--- config.mk ---
export PLATFORM = sky130hd
export DESIGN_NAME = nbit_seq_shifter
export DESIGN_NICKNAME = d
export VERILOG_FILES = /design/src/rtl/nbit_seq_shifter.sv
export SDC_FILE = /design/constraint.sdc
export NUM_CORES = 1
export LEC_CHECK = 0
export CAP_MARGIN = 40
export CORE_MARGIN = 10
export CORE_UTILIZATION = 30
export CTS_CLUSTER_DIAMETER = 50
export DETAILED_ROUTE_END_ITERATION = 7
export PLACE_DENSITY_LB_ADDON = 0.25
export SYNTH_ARGS = -nofsm -noshare
export SYNTH_HDL_FRONTEND = slang
export SYNTH_SLANG_ARGS = --single-unit
--- constraint.sdc ---
create_clock -name clk -period 3.72 [get_ports clk]
set_input_delay 0.558 -clock clk [delete_from_list [all_inputs] [get_ports clk]]
set_output_delay 0.558 -clock clk [all_outputs]
set_load 0.05 [all_outputs]
--- src/rtl/nbit_seq_shifter.sv ---
// Multi-cycle SLL/SRL/SRA shifter, at most STEP bits per clock, valid/ready on both sides.
// Optional feature macro: ROTATE_EN (op=11 becomes rotate-right; otherwise op=11 decodes as SRL).
module nbit_seq_shifter #(
  parameter int N    = 32,
  parameter int STEP = 4
) (
  input  logic                 clk,
  input  logic                 rst_n,
  input  logic                 flush,
  input  logic                 in_valid,
  output logic                 in_ready,
  input  logic [1:0]           op,
  input  logic [N-1:0]         a,
  input  logic [$clog2(N)-1:0] shamt,
  output logic                 out_valid,
  input  logic                 out_ready,
  output logic [N-1:0]         result
);

  localparam int W = $clog2(N);
  // Shifts never exceed N-1 in total, so a single step never needs more than that.
  localparam int SMAX = (STEP < N) ? STEP : (N - 1);

  typedef enum logic [1:0] {
    ST_IDLE  = 2'd0,
    ST_SHIFT = 2'd1,
    ST_DONE  = 2'd2
  } state_t;

  state_t       r_state;
  logic [N-1:0] r_result;
  logic [1:0]   r_op;
  logic         r_sign;
  logic [W-1:0] r_remaining;

  logic [W-1:0] w_s;
  logic         w_fill;
  logic [N-1:0] w_ones;
  logic [N-1:0] w_cand;
  logic [N-1:0] w_next;

  assign in_ready  = (r_state == ST_IDLE);
  assign out_valid = (r_state == ST_DONE);
  assign result    = r_result;

  // One step of the datapath: only the constant shifts 1..SMAX exist, selected by w_s.
  always_comb begin
    w_s    = (r_remaining > W'(SMAX)) ? W'(SMAX) : r_remaining;
    w_fill = (r_op == 2'b10) ? r_sign : 1'b0;
    w_ones = '1;
    w_cand = r_result;
    w_next = r_result;
    for (int k = 1; k <= SMAX; k++) begin
      case (r_op)
        2'b00: w_cand = r_result << k;
`ifdef ROTATE_EN
        2'b11: w_cand = (r_result >> k) | (r_result << (N - k));
`endif
        default: w_cand = (r_result >> k) | (~(w_ones >> k) & {N{w_fill}});
      endcase
      w_next = (w_s == W'(k)) ? w_cand : w_next;
    end
  end

  // Control FSM and result register; flush outranks both handshakes.
  always_ff @(posedge clk or negedge rst_n) begin
    if (!rst_n) begin
      r_state     <= ST_IDLE;
      r_result    <= '0;
      r_op        <= 2'b00;
      r_sign      <= 1'b0;
      r_remaining <= '0;
    end else if (flush) begin
      r_state     <= ST_IDLE;
      r_remaining <= '0;
    end else begin
      case (r_state)
        ST_IDLE: begin
          if (in_valid) begin
            r_result    <= a;
            r_op        <= op;
            r_sign      <= a[N-1];
            r_remaining <= shamt;
            r_state     <= (shamt != '0) ? ST_SHIFT : ST_DONE;
          end else begin
            r_state <= ST_IDLE;
          end
        end
        ST_SHIFT: begin
          r_result    <= w_next;
          r_remaining <= r_remaining - w_s;
          r_state     <= (r_remaining == w_s) ? ST_DONE : ST_SHIFT;
        end
        ST_DONE: begin
          r_state <= out_ready ? ST_IDLE : ST_DONE;
        end
        default: begin
          r_state <= ST_IDLE;
        end
      endcase
    end
  end

endmodule
; ---- Yosys cells after proc, flatten, opt, wreduce, memory -nomap -nowiden
; Cells that the tools add are included.
[totals]
output_inout_bits = 34
register_bits = 42
inputBits = 44
wordCells = 52
[op_classes]
add_sub_neg = 1
bitwise_logic = 5
n_eq_ne = 11
n_reduce_logical = 8
order_cmp = 1
mux = 21
[op_table]
columns = op, count
row1 = $mux 32, 9
row2 = $pmux 32 s2, 1
row3 = $or 28x32->32, 1
row4 = $or 29x32->32, 1
row5 = $or 30x32->32, 1
row6 = $or 31x32->32, 1
row7 = $mux 5, 3
row8 = $eq 5x2->1 const B, 2
row9 = $mux 2, 5
row10 = $pmux 5 s2, 1
row11 = $pmux 2 s3, 1
row12 = $eq 5x1->1 const B, 1
row13 = $eq 5x3->1 const B, 1
row14 = $eq 5x5->1, 1
row15 = $gt 5x3->1 const B, 1
row16 = $ne 5x5->1 const B, 1
row17 = $reduce_bool 5->1, 1
row18 = $sub 5x5->5, 1
row19 = $eq 2x2->1 const B, 2
row20 = $logic_not 2->1, 2
row21 = $reduce_and 4->1, 1
row22 = $ne 3x3->1 const B, 1
row23 = $reduce_and 3->1, 1
row24 = $reduce_bool 3->1, 1
row25 = 6 further kinds, 6

; ---- Depth between registers and ports, before layout
; Gate-level depths: netlist of the first run.
[depth]
word_depth = 9
depth_mapped = 12

; ---- Least setup slack after synthesis of the first run
; No wires, ideal clock.
[synth_timing]
path_kind = register to register
start = register r_remaining[2]
end = register r_remaining[1]
setup_ns = 0.118
t_arrival_ns = 1.842
path_slack_ns = 1.760
path_stages_with_launch = 12
n_path_buf = 4
cell_sequence = dfrtp_1 -> buf_2 -> or3_1 -> buf_6 -> buf_6 -> clkbuf_1 -> nand2_1 -> ha_1 -> nor2b_1 -> a21oi_1 -> nor2_1 -> nor3_1
[synth_between]
elab_chain_len = 5
[synth_rtl]
columns = item, line
row1 = "start, declared", 34  ; logic [W-1:0] r_remaining;
row2 = "start signal, assigned", 83  ; r_remaining <= shamt;
row3 = "start signal, assigned", 91  ; r_remaining <= r_remaining - w_s;
row4 = $gt 5x3->1, 48  ; w_s = (r_remaining > W'(SMAX)) ? W'(SMAX) : r_remaining;
row5 = $mux 5, 48
row6 = $sub 5x5->5, 91
row7 = $pmux 5 s2, 77  ; case (r_state)
row8 = $mux 5, 73  ; end else if (flush) begin
; No other way between the ends.
; A chain may end at the register's enable or synchronous reset.

; ---- Final worst setup path of the first run
[layout_timing]
start = register r_remaining[4]
end = register r_result[15] (netlist: result[15])
[layout_between]
elab_chain_len = 7
elab_cells_between_ends = 12
[layout_rtl]
columns = item, line
row1 = $gt 5x3->1, 48
row2 = $mux 5 (*), 48
row3 = $eq 5x2->1, 61  ; w_next = (w_s == W'(k)) ? w_cand : w_next;
row4 = $mux 32 (3 in series), 61
row5 = $pmux 32 s2, 77
row6 = "end signal, assigned", 90  ; r_result <= w_next;
row7 = "end, declared", 31  ; logic [N-1:0] r_result;
; Mark *: on every way between the ends. The rest lies on a longest branch, timed or not.

==> flow_summary.json, run 1 <==
{
  "ys_async_sr_fraction": 1.00,
  "ir_drop_v": 0.000370,
  "drt_wl_total_um": 14700,
  "path_cells": "nor3_4 -> nand2_1 -> a311oi_1 -> nor3_1 -> o31ai_1",
  "clkSinkCount": 42,
  "crit_buf_inv": 0,
  "grtUsageTotal": 0.158,
  "worstPathMaxFanout": 18,
  "dp_cells": 720,
  "first_pass_iters": 7,
  "die_h_um": 133,
  "port_buffers": 77,
  "gp_congestion": 0.935,
  "area_growth_syn_to_layout_pct": 27.1,
  "rows": 41,
  "reg2reg_slack_ns": 1.10,
  "cts_tree": "done",
  "worstSkewPairLatency_ns": 0.29,
  "num_io_pins": 78,
  "dp_hpwl_um": 10100,
  "wl_per_cell_um": 20.2,
  "ant_nets": 0,
  "clockBufferDepth": 2,
  "syn_avg_cell_area_um2": 7.59,
  "fp.dieW_um": 133,
  "final_cell_mix": "clkdlybuf4s50_1, a21oi_1, nand2_1, nor2_1, dfrtp_1",
  "via_count": 4445,
  "status": "finished clean",
  "layout_commonest_cell": "clkdlybuf4s50_1",
  "worstSetupStartpointType": "flop",
  "yosysTopAreaCellShare": 0.273,
  "initialDrtViolationCount": 722,
  "clock.fmax_mhz": 382,
  "ys_types": 58,
  "finalHoldViolations": 0,
  "cts_setup_buffers": 0,
  "cap_violations": 0,
  "setup_tns_ns": 0,
  "yosysTopAreaCell": "dfrtp_1",
  "synth_top_flop_cell": "dfrtp_1",
  "start_util": 0.305,
  "cts-root-buf": "clkbuf_16",
  "clk_pin_slew_worst_paths_ns": 0.07,
  "cts_resized": 0,
  "p_leak_nw": 1.68,
  "slew_headroom": 0.443,
  "ys_warn_count": 0,
  "skew_ns": 0.00823,
  "grt_setup_unrepaired": "no",
  "cp.required_ns": 3.92,
  "finalSetupViolCount": 0,
  "crit_family": "simple AND/OR/NAND/NOR gates",
  "min_path_type": "input port to asynchronous set/reset pin",
  "drcViolationCount": 0,
  "worst_pin_slew_ns": 0.833,
  "grt_pass1_wl_um": 23600,
  "synth_edf_count": 0,
  "worstSetupEndpointType": "flop",
  "antenna_cells": 0,
  "core_um2": 12600,
  "powerDensity_nw_per_um2": 638,
  "synth_area_um2": 3850,
  "criticalPathCategory": "flop to flop",
  "ys_seq_area_frac": 0.273,
  "synthTopCellsByArea": "dfrtp_1, a21oi_1, a31oi_1",
  "overflow": 0,
  "maxSlewViolCount": 0,
  "nets": 601,
  "cts-htree-levels": 2,
  "syn-num-nets": 554,
  "critPathMaxStageDelay_ns": 0.71,
  "arrival_ns": 2.82,
  "period_minus_slack_ns": 2.62,
  "grt_max_degree": 45,
  "ys_seq_elements": 42,
  "detail_route.vias_per_cell": 6.11,
  "synthCells": 508,
  "grt_pass1_vias": 4398,
  "numCtsBuffers": 5,
  "cp_slowest_cell": "nor3_4",
  "cts_hold_buf": 0,
  "antenna_found_initial": 0,
  "post_route_cells_drive_above_1_share": 0.0827,
  "dieArea_um2": 17800,
  "stdcell_count": 728,
  "post-route-period-util": 0.704
}
[cells in the mapped netlist, types with 5 or more instances]
cell / n
a21oi_1: 57
nand2_1: 50
nor2_1: 45
dfrtp_1: 42
a31oi_1: 38
o21ai_0: 32
buf_2: 23
clkbuf_1: 19
o21ai_1: 19
a211oi_1: 18
nand3_1: 14
o21a_1: 13
o211ai_1: 10
a221oi_1: 9
nor2b_1: 8
a311oi_1: 7
nor3_1: 7
a2111oi_2: 6
nand2b_1: 5
nor4b_1: 5
o31ai_1: 5
[layer usage]
metal / wire length [um] / GRT usage / vias up
li1: - / - / 2036
met1: 6490 / 0.213 / 2099
met2: 6620 / 0.243 / 290
met3: 1350 / 0.0383 / 20
met4: 217 / 0.0466 / 0
met5: 0 / 0 / -
[worst reg2reg max path: stages (launching register included)]
cell	delay (ns)
dfrtp_1	0.45
nor3_4	0.71
nand2_1	0.66
a311oi_1	0.40
nor3_1	0.07
o31ai_1	0.25
[state kept, by name, indices dropped and copies added (netlist names)]
| name | count |
|---|---|
| r_op | 2 |
| r_state | 2 |
| r_sign | 1 |
| result | 32 |
| r_remaining | 5 |
[report_power, final]
part | switching [mW] | internal [mW] | leakage [nW] | total (mW)
combinational | 1.19 | 0.634 | 1.10 | 1.83
clock | 0.193 | 0.305 | 0.0832 | 0.498
sequential | 0.222 | 0.578 | 0.498 | 0.801
[logic make-up after synthesis]
| group | Yosys count | synth area share |
|---|---|---|
| and+or+nand+nor | 162 | 0.210 |
| buffers and inverters | 54 | 0.0698 |
| muxes | 7 | 0.0191 |
| adders and majority gates | 2 | 0.00649 |
| other | 2 | 0.00195 |
| DFF | 42 | 0.273 |
| AOI/OAI and AO/OA | 239 | 0.420 |
[through the flow]
stage	total power [mW]	util	hold WS, ns	worst slack (ns)	cell area [um^2]
after floorplan	2.01	-	0.262	1.76	3850
after global placement	2.58	0.370	0.496	1.07	4670
after detailed placement	2.60	0.375	0.496	0.964	4730
after CTS	3.11	0.388	0.244	1.12	4900
after global routing	3.29	0.388	0.269	0.837	4900
final	3.12	0.388	0.231	1.10	4900
[final cells by class]
| type | instances | area, um^2 |
|---|---|---|
| clock buffer | 8 | 166 |
| fill | 1362 | 7720 |
| inverter | 1 | 3.75 |
| multi-input combinational | 412 | 2540 |
| sequential | 42 | 1050 |
| tap | 172 | 215 |
| timing repair buffer | 93 | 926 |
[path summary, 6_finish.rpt]
path                       cells past startpoint        endpoint            from
setup / recovery                               5      result[15]  r_remaining[4]
hold / removal                                 1      result[26]           rst_n
setup reg to reg                               5      result[15]  r_remaining[4]
hold reg to reg                                1          r_sign          r_sign
max in group asynchronous                      2  r_remaining[3]           rst_n
min in group clk                               1          r_sign          r_sign
No activity file was read; power rests on OpenSTA's default activity.
==> inputs of run 2 (changes only) <==
==> constraint.sdc (replaced) <==
create_clock -name clk -period 2.29 [get_ports clk]
set_input_delay 0.3435 -clock clk [delete_from_list [all_inputs] [get_ports clk]]
set_output_delay 0.3435 -clock clk [all_outputs]
set_load 0.05 [all_outputs]
==> flow_summary.json, run 2 (same netlist as run 1, synthesis figures left out) <==
{
  "cts_hold_buf": 0,
  "fp.dieW_um": 133,
  "cts_setup_buffers": 0,
  "layout_commonest_cell": "clkdlybuf4s50_1",
  "num-fill-cells": 1349,
  "drt_wl_total_um": 14700,
  "area_growth_syn_to_layout_pct": 32.7,
  "die_h_um": 133,
  "grt_pass1_vias": 4531,
  "worstSetupStartpointType": "flop",
  "post_route_cells_drive_above_1_share": 0.130,
  "antenna_cells": 0,
  "first_pass_iters": 6,
  "worst_pin_slew_ns": 0.704,
  "grt_max_degree": 29,
  "clk_pin_slew_worst_paths_ns": 0.07,
  "finalHoldViolations": 0,
  "post-route-period-util": 0.924,
  "skew_ns": 0.00666,
  "clkSinkCount": 42,
  "worstReg2RegStart": "r_remaining[4]",
  "grt_pass1_wl_um": 24400,
  "wl_per_cell_um": 19.5,
  "worstSetupEndpointType": "flop",
  "period_minus_slack_ns": 2.12,
  "initialDrtViolationCount": 665,
  "slew_headroom": 0.531,
  "status": "finished clean",
  "clockBufferDepth": 2,
  "cts-htree-levels": 2,
  "fin_total_pwr_mw": 5.17,
  "drcViolationCount": 0,
  "crit_end": "result[20]",
  "finalSetupViolCount": 0,
  "numCtsBuffers": 5,
  "min_path_type": "input port to asynchronous set/reset pin",
  "cts_resized": 0,
  "start_util": 0.305,
  "gp_congestion": 0.920,
  "detail_route.vias_per_cell": 6.00,
  "port_buffers": 77,
  "cp.required_ns": 2.46,
  "setup_tns_ns": 0,
  "arrival_ns": 2.28,
  "dieArea_um2": 17800,
  "clock.fmax_mhz": 473,
  "grtUsageTotal": 0.163,
  "cts_tree": "done",
  "cap_violations": 0,
  "powerDensity_nw_per_um2": 1010,
  "ant_nets": 0,
  "dp_cells": 749,
  "overflow": 0,
  "worstPathMaxFanout": 7,
  "cts-root-buf": "clkbuf_16",
  "largest_reg_flops": 32,
  "ir_drop_v": 0.000339,
  "stdcell_count": 757,
  "p_leak_nw": 1.81,
  "nets": 630,
  "rows": 41,
  "core_um2": 12600,
  "grt_setup_unrepaired": "no",
  "antenna_found_initial": 0,
  "maxSlewViolCount": 0,
  "worstSkewPairLatency_ns": 0.29,
  "via_count": 4542,
  "num_io_pins": 78,
  "reg2reg_depth": 6,
  "startpoint": "r_remaining[4]",
  "final_cell_mix": "clkdlybuf4s50_1, a21oi_1, nand2_1, nor2_1, buf_4",
  "regToRegEndpoint": "result[20]",
  "dp_hpwl_um": 10700,
  "reg2reg_slack_ns": 0.17,
  "criticalPathCategory": "flop to flop"
}
[run 2: worst max-delay path, stage by stage (launching register included)]
cell and delay [ns]:
dfrtp_1 0.38, or3_1 0.51, buf_4 0.22, a2111oi_0 0.46
a311oi_1 0.11, o31ai_1 0.23, o21ai_1 0.08
[run 2: through the flow]
stage / setup WS [ns] / hold WS (ns) / cell area, um^2 / util
detailed placement: 0.174 / 0.429 / 4950 / 0.392
CTS: 0.188 / 0.115 / 5120 / 0.405
global route: 0.00259 / 0.156 / 5120 / 0.405
finish: 0.175 / 0.105 / 5120 / 0.405
global placement: 0.195 / 0.425 / 4950 / 0.392
floorplan: 0.330 / 0.0479 / 3850 / -
[run 2: layer usage]
| metal | global-route usage | up-vias | share of wire |
|---|---|---|---|
| met4 | 0.0484 | 0 | 0.010 |
| met2 | 0.252 | 295 | 0.46 |
| li1 | - | 2098 | - |
| met5 | 0 | - | 0 |
| met3 | 0.0331 | 22 | 0.085 |
| met1 | 0.222 | 2127 | 0.45 |
[run 2: report_power, final]
group          internal, mW  switching (mW)  leakage (nW)
Sequential            0.939           0.342         0.498
Clock                 0.515           0.325        0.0760
Combinational          1.10            1.94          1.23
[run 2: worst min-delay path by stage]
stage            endpoint   from  slack, ns
2_1_floorplan     r_op[0]  rst_n       0.05
3_3_place_gp   result[24]  rst_n       0.43
3_5_place_dp   result[24]  rst_n       0.43
4_1_cts        result[29]  rst_n       0.12
5_1_grt        result[29]  rst_n       0.16
6_report       result[15]  rst_n       0.11
[run 2: layout make-up]
cell class                      count  area, um^2  area share
Clock buffer                        5         125      0.0245
Clock inverter                      3        45.0     0.00880
Sequential cell                    42        1050       0.205
Multi-Input combinational cell    412        2540       0.496
Timing Repair Buffer              122        1140       0.223
Tap cell                          172         215      0.0421
Inverter                            1        3.75    0.000734
